$ cat config.mk
export PLATFORM = sky130hd
export DESIGN_NAME = result_formatter
export DESIGN_NICKNAME = d
export VERILOG_FILES = /design/src/rtl/result_formatter.sv
export SDC_FILE = /design/constraint.sdc
export NUM_CORES = 1
export LEC_CHECK = 0
export ABC_CLOCK_PERIOD_IN_PS = 4740
export BUFFER_PORTS_ARGS = -buffer_cell sky130_fd_sc_hd__clkbuf_2
export CORE_MARGIN = 5
export CORE_UTILIZATION = 56
export DETAILED_ROUTE_END_ITERATION = 16
export GPL_TIMING_DRIVEN = 0
export PLACE_DENSITY = 0.78
export SKIP_LAST_GASP = 1
export SYNTH_ARGS = -nofsm -noshare
export SYNTH_HDL_FRONTEND = slang
export SYNTH_SLANG_ARGS = --single-unit
$ cat constraint.sdc
create_clock -name clk -period 4.74 [get_ports clk]
set_input_delay 0.948 -clock clk [delete_from_list [all_inputs] [get_ports clk]]
set_output_delay 0.948 -clock clk [all_outputs]
set_load 0.05 [all_outputs]
$ cat src/rtl/result_formatter.sv
// result_formatter: signed binary result -> ASCII decimal byte stream.
// Shift-add-3 BCD conversion, leading-zero suppression, '-' prefix.
//
// Parameters:
//   W       width of the signed two's-complement input value
//   DIGITS  BCD digit count, 10^DIGITS must exceed 2^(W-1)
// Ports:
//   clk, rst             clock (rising edge), async active-high reset
//   start, value         format request and the value captured with it
//   busy                 accepting edge until the final character transfers
//   out_char, out_valid  registered ASCII character and its valid flag
//   out_ready            consumer accepts out_char
//   out_last             final character of the number
//   done                 one-cycle pulse after the final transfer
// Build option:
//   RESULT_FORMATTER_NEWLINE_EN  append 0x0A after the last digit;
//                                out_last then marks the newline.

module result_formatter #(
    parameter int W      = 50,
    parameter int DIGITS = 15
) (
    input  logic         clk,
    input  logic         rst,
    input  logic         start,
    input  logic [W-1:0] value,
    output logic         busy,
    output logic [7:0]   out_char,
    output logic         out_valid,
    input  logic         out_ready,
    output logic         out_last,
    output logic         done
);

    localparam int BW = 4 * DIGITS;
    localparam int CW = $clog2(W + 1);
    localparam int IW = $clog2(DIGITS);

`ifdef RESULT_FORMATTER_NEWLINE_EN
    localparam bit NewlineEn = 1'b1;
    typedef enum logic [2:0] {
        IDLE, CONVERT, SIGN, EMIT, NEWLINE
    } state_t;
`else
    localparam bit NewlineEn = 1'b0;
    typedef enum logic [2:0] {
        IDLE, CONVERT, SIGN, EMIT
    } state_t;
`endif

    state_t        state, stateNxt;
    logic          neg, negNxt;
    logic [W-1:0]  mag, magNxt;
    logic [BW-1:0] bcd, bcdNxt, bcdAdj;
    logic [CW-1:0] cnt, cntNxt;
    logic [IW-1:0] idx, idxNxt, idxDec, msd;
    logic [7:0]    charNxt;
    logic          validNxt, lastNxt, busyNxt, doneNxt;
    logic          xfer;

    function automatic logic [7:0] asciiAt(
        input logic [BW-1:0] b,
        input logic [IW-1:0] i
    );
        return 8'h30 + {4'h0, b[4*i +: 4]};
    endfunction

    // Digit correction ahead of the shift: any digit >= 5 would
    // overflow past 9 when doubled, so pre-add 3.
    always_comb begin
        bcdAdj = bcd;
        for (int d = 0; d < DIGITS; d++) begin
            if (bcd[4*d +: 4] >= 4'd5) begin
                bcdAdj[4*d +: 4] = bcd[4*d +: 4] + 4'd3;
            end
        end
    end

    // Most significant nonzero digit; stays 0 for value 0 so that a
    // single "0" is emitted.
    always_comb begin
        msd = '0;
        for (int d = 0; d < DIGITS; d++) begin
            if (bcd[4*d +: 4] != 4'd0) begin
                msd = IW'(d);
            end
        end
    end

    assign idxDec = idx - IW'(1);
    assign xfer   = out_valid && out_ready;

    always_comb begin
        stateNxt = state;
        negNxt   = neg;
        magNxt   = mag;
        bcdNxt   = bcd;
        cntNxt   = cnt;
        idxNxt   = idx;
        charNxt  = out_char;
        validNxt = out_valid;
        lastNxt  = out_last;
        busyNxt  = busy;
        doneNxt  = 1'b0;
        unique case (state)
            IDLE: begin
                if (start) begin
                    negNxt   = value[W-1];
                    // Unsigned reinterpretation makes -2^(W-1)
                    // come out as 2^(W-1) without overflow.
                    magNxt   = value[W-1] ? -value : value;
                    bcdNxt   = '0;
                    cntNxt   = CW'(W);
                    busyNxt  = 1'b1;
                    stateNxt = CONVERT;
                end
            end
            CONVERT: begin
                if (cnt != '0) begin
                    {bcdNxt, magNxt} = {bcdAdj, mag} << 1;
                    cntNxt = cnt - CW'(1);
                end else begin
                    idxNxt   = msd;
                    validNxt = 1'b1;
                    if (neg) begin
                        charNxt  = 8'h2D;
                        lastNxt  = 1'b0;
                        stateNxt = SIGN;
                    end else begin
                        charNxt  = asciiAt(bcd, msd);
                        lastNxt  = (msd == '0) && !NewlineEn;
                        stateNxt = EMIT;
                    end
                end
            end
            SIGN: begin
                if (xfer) begin
                    charNxt  = asciiAt(bcd, idx);
                    lastNxt  = (idx == '0) && !NewlineEn;
                    stateNxt = EMIT;
                end
            end
            EMIT: begin
                if (xfer) begin
                    if (idx != '0) begin
                        idxNxt  = idxDec;
                        charNxt = asciiAt(bcd, idxDec);
                        lastNxt = (idxDec == '0) && !NewlineEn;
                    end else begin
`ifdef RESULT_FORMATTER_NEWLINE_EN
                        charNxt  = 8'h0A;
                        lastNxt  = 1'b1;
                        stateNxt = NEWLINE;
`else
                        validNxt = 1'b0;
                        lastNxt  = 1'b0;
                        busyNxt  = 1'b0;
                        doneNxt  = 1'b1;
                        stateNxt = IDLE;
`endif
                    end
                end
            end
`ifdef RESULT_FORMATTER_NEWLINE_EN
            NEWLINE: begin
                if (xfer) begin
                    validNxt = 1'b0;
                    lastNxt  = 1'b0;
                    busyNxt  = 1'b0;
                    doneNxt  = 1'b1;
                    stateNxt = IDLE;
                end
            end
`endif
            default: stateNxt = IDLE;
        endcase
    end

    always_ff @(posedge clk or posedge rst) begin
        if (rst) begin
            state     <= IDLE;
            neg       <= 1'b0;
            mag       <= '0;
            bcd       <= '0;
            cnt       <= '0;
            idx       <= '0;
            out_char  <= 8'h00;
            out_valid <= 1'b0;
            out_last  <= 1'b0;
            busy      <= 1'b0;
            done      <= 1'b0;
        end else begin
            state     <= stateNxt;
            neg       <= negNxt;
            mag       <= magNxt;
            bcd       <= bcdNxt;
            cnt       <= cntNxt;
            idx       <= idxNxt;
            out_char  <= charNxt;
            out_valid <= validNxt;
            out_last  <= lastNxt;
            busy      <= busyNxt;
            done      <= doneNxt;
        end
    end

endmodule

==> impl_metrics.py <==
metrics = {
    "setup_path": {
        "critPathKind": "reg2reg",
        "worstPathArrival_ns": 4.14,
        "worst_setup_path_end_kind": "register",
        "critPathLaunchType": "register",
        "r2r-start": "bcd[9]",
        "cp_max_fo": 7,
        "r2r_slack_ns": 0.91,
        "r2r-end": "out_char[2]",
        "required_ns": 5.05,
        "reg2reg_depth": 11,
    },
    "logic_synthesis": {
        "yosysUniqueCellTypes": 63,
        "synth_top_area_share_pct": 34.78,
        "synth_area_leader_cell": "dfrtp_1",
        "syn_inst": 1150,
        "synth_area_leaders": "dfrtp_1 35%, o21ai_0 8.3%, nand2_1 5.3%",
        "async_flop_share_pct": 100.0,
        "synth_edf_count": 0,
        "ys.flop_type": "dfrtp_1",
        "yosysSeqAreaShare_pct": 34.78,
        "synth_warnings": 0,
        "ys_seq_elements": 133,
        "syn_area_mm2": 0.009569,
        "avgSynthCellArea_um2": 8.321,
    },
    "timing": {
        "finalHoldViolCount": 0,
        "worstMarginPinSlew_ns": 1.247,
        "timing.fmax_ghz": 0.2612,
        "finalCriticalPeriod_ns": 3.829,
        "skew_ns": 0.006906,
        "rsz0062_at_grt": "no",
        "min_period_over_period_pct": 80.78,
        "max-slew-margin-rel_pct": 16.61,
        "setup_viol_count_final": 0,
        "maxSlewViolCount": 0,
        "fin_ws_ns": 0.9112,
    },
    "cells_and_area": {
        "n_fill_cell": 1455,
        "synthToLayoutAreaGrowth_pct": 12.92,
        "nNetsFinal": 1328,
        "layout_common_cells": "158 x o21ai_0, 134 x nand2_1, 133 x dfrtp_1",
        "diodes": 0,
        "layout.cells.non_filler": 1467,
        "layout_commonest_cell": "o21ai_0",
        "layout-drive-gt1-share_pct": 11.55,
        "finish.utilization_pct": 64.70,
    },
    "cts": {
        "clk_pin_slew_ns": 0.06,
        "cts_made_buffers": 17,
        "cts.sinks": 133,
        "cts.path.max_buffers": 2,
        "clk_latency_ns": 0.44,
        "cts_tree": "done",
        "h-tree-depth": 4,
        "post_cts_resized": 0,
        "postCtsHoldBufs": 0,
        "clockRootBuffer": "clkbuf_16",
        "post-cts-setup-buffers": 0,
    },
    "die": {
        "ios": 66,
        "dieHeight_um": 140.7,
        "row_count": 47,
        "initial_core_util_pct": 57.30,
        "die_w_um": 140.7,
        "die_area_mm2": 0.01980,
        "core_mm2": 0.01670,
    },
    "route": {
        "via_count": 9237,
        "wirelength_um": 27850,
        "wl_met1_um": 11630,
        "ant_nets": 0,
        "drt_iter0_drc": 832,
        "vias_per_cell": 6.297,
        "remaining_drc_errors": 0,
        "dr_wl_met3_um": 1850,
        "drt-pass1-iter-count": 8,
        "met2WireLength_um": 13460,
        "wl_per_cell_um": 18.98,
        "maxUsedRoutingLayer": "met4",
    },
    "global_route": {
        "antenna_found_initial": 0,
        "grt_pass1_vias": 9048,
        "grt_overflow": 0,
        "grt_use_total_pct": 28.57,
        "grt_max_degree": 91,
        "grt_pass1_wl_um": 45810,
    },
    "placed_design": {
        "place_ws_ns": 0.9283,
        "place_inst": 1435,
        "gp_congestion": 0.9997,
        "io_buffers": 63,
        "dp_hpwl_um": 19980,
    },
    "hold_path": {
        "hold_path.startpoint": "out_char[5]",
        "min_to": "out_char[5]",
        "hp-class": "reg2reg",
        "hold_path_depth": 1,
    },
    "status": {
        "status": "complete, no violations",
    },
    "job": {
        "drv_cap": 0,
    },
}
layout make-up:
type / count / area, µm² / area share (%)
buffer: 77 / 310.3 / 2.872
clock buffer: 20 / 466.7 / 4.319
clock inverter: 12 / 142.6 / 1.320
inverter: 46 / 177.7 / 1.644
multi-input combinational: 895 / 5762 / 53.32
sequential: 133 / 3328 / 30.80
tap: 220 / 275.3 / 2.547
timing repair buffer: 64 / 342.8 / 3.173
worst max-delay path: stages, from the launching register on:
cell and delay, ns:
dfrtp_1 0.45, inv_1 0.12, ha_1 0.22, or3b_1 0.42, o2111a_1 0.30, o2111a_1 0.28
or2_2 0.30, clkbuf_1 0.22, nor2_1 0.55, o211ai_1 0.24, a2111oi_0 0.50, nor2_1 0.10
worst max-delay path by stage:
stage	cells past startpoint	slack [ns]	endpoint	startpoint
3_3_place_gp	2	-1.38	mag[11]	rst
4_1_cts	11	0.98	out_char[2]	bcd[8]
3_5_place_dp	10	0.93	mag[43]	value[4]
6_report	11	0.91	out_char[2]	bcd[9]
5_1_grt	11	0.80	out_char[2]	bcd[8]
2_1_floorplan	1	0.24	bcd[0]	rst
kinds of logic after synthesis:
family / share of synthesized area, %
other: 0.03919
and+or+nand+nor: 19.17
DFF: 34.78
muxes: 6.512
xor gates and xnor gates: 6.132
AOI/OAI and AO/OA: 23.09
buffers and inverters: 5.047
adders and majority gates: 5.230
state kept, by name (all words and copies together), names as in the netlist, 2 cells and up:
register and flops:
out_char 6, cnt 6, mag 50, idx 4, bcd 60, state 2
stage by stage:
| stage | cell area, µm² | setup TNS [ns] | hold WS (ns) |
|---|---|---|---|
| 2_1_floorplan | 9573 | 0 | 0.4446 |
| 3_3_place_gp | 10160 | -181.65 | 0.4488 |
| 3_5_place_dp | 10200 | 0 | 0.4563 |
| 4_1_cts | 10810 | 0 | 0.4742 |
| 5_1_grt | 10810 | 0 | 0.5041 |
| 6_report | 10810 | 0 | 0.4743 |
synthesized netlist by cell type, types with 24 or more instances:
cell type,instances
o21ai_0,158
a21oi_1,70
nand3_1,55
inv_1,46
o31ai_1,37
xor2_1,34
nand2b_1,31
nand2_1,134
mux2i_1,24
clkbuf_1,66
ha_1,40
dfrtp_1,133
nor2_1,69
xnor2_1,33
metal layers:
metal  vias to the layer above  GRT usage [%]
met5                         -              0
met4                         0          12.65
met3                        74          4.605
met2                       379          47.98
met1                      4465          36.48
li1                       4319              -
Power is left out: the tool's default activity adds up to more than one toggle a clock period on the data nets, which glitch-free logic cannot reach.
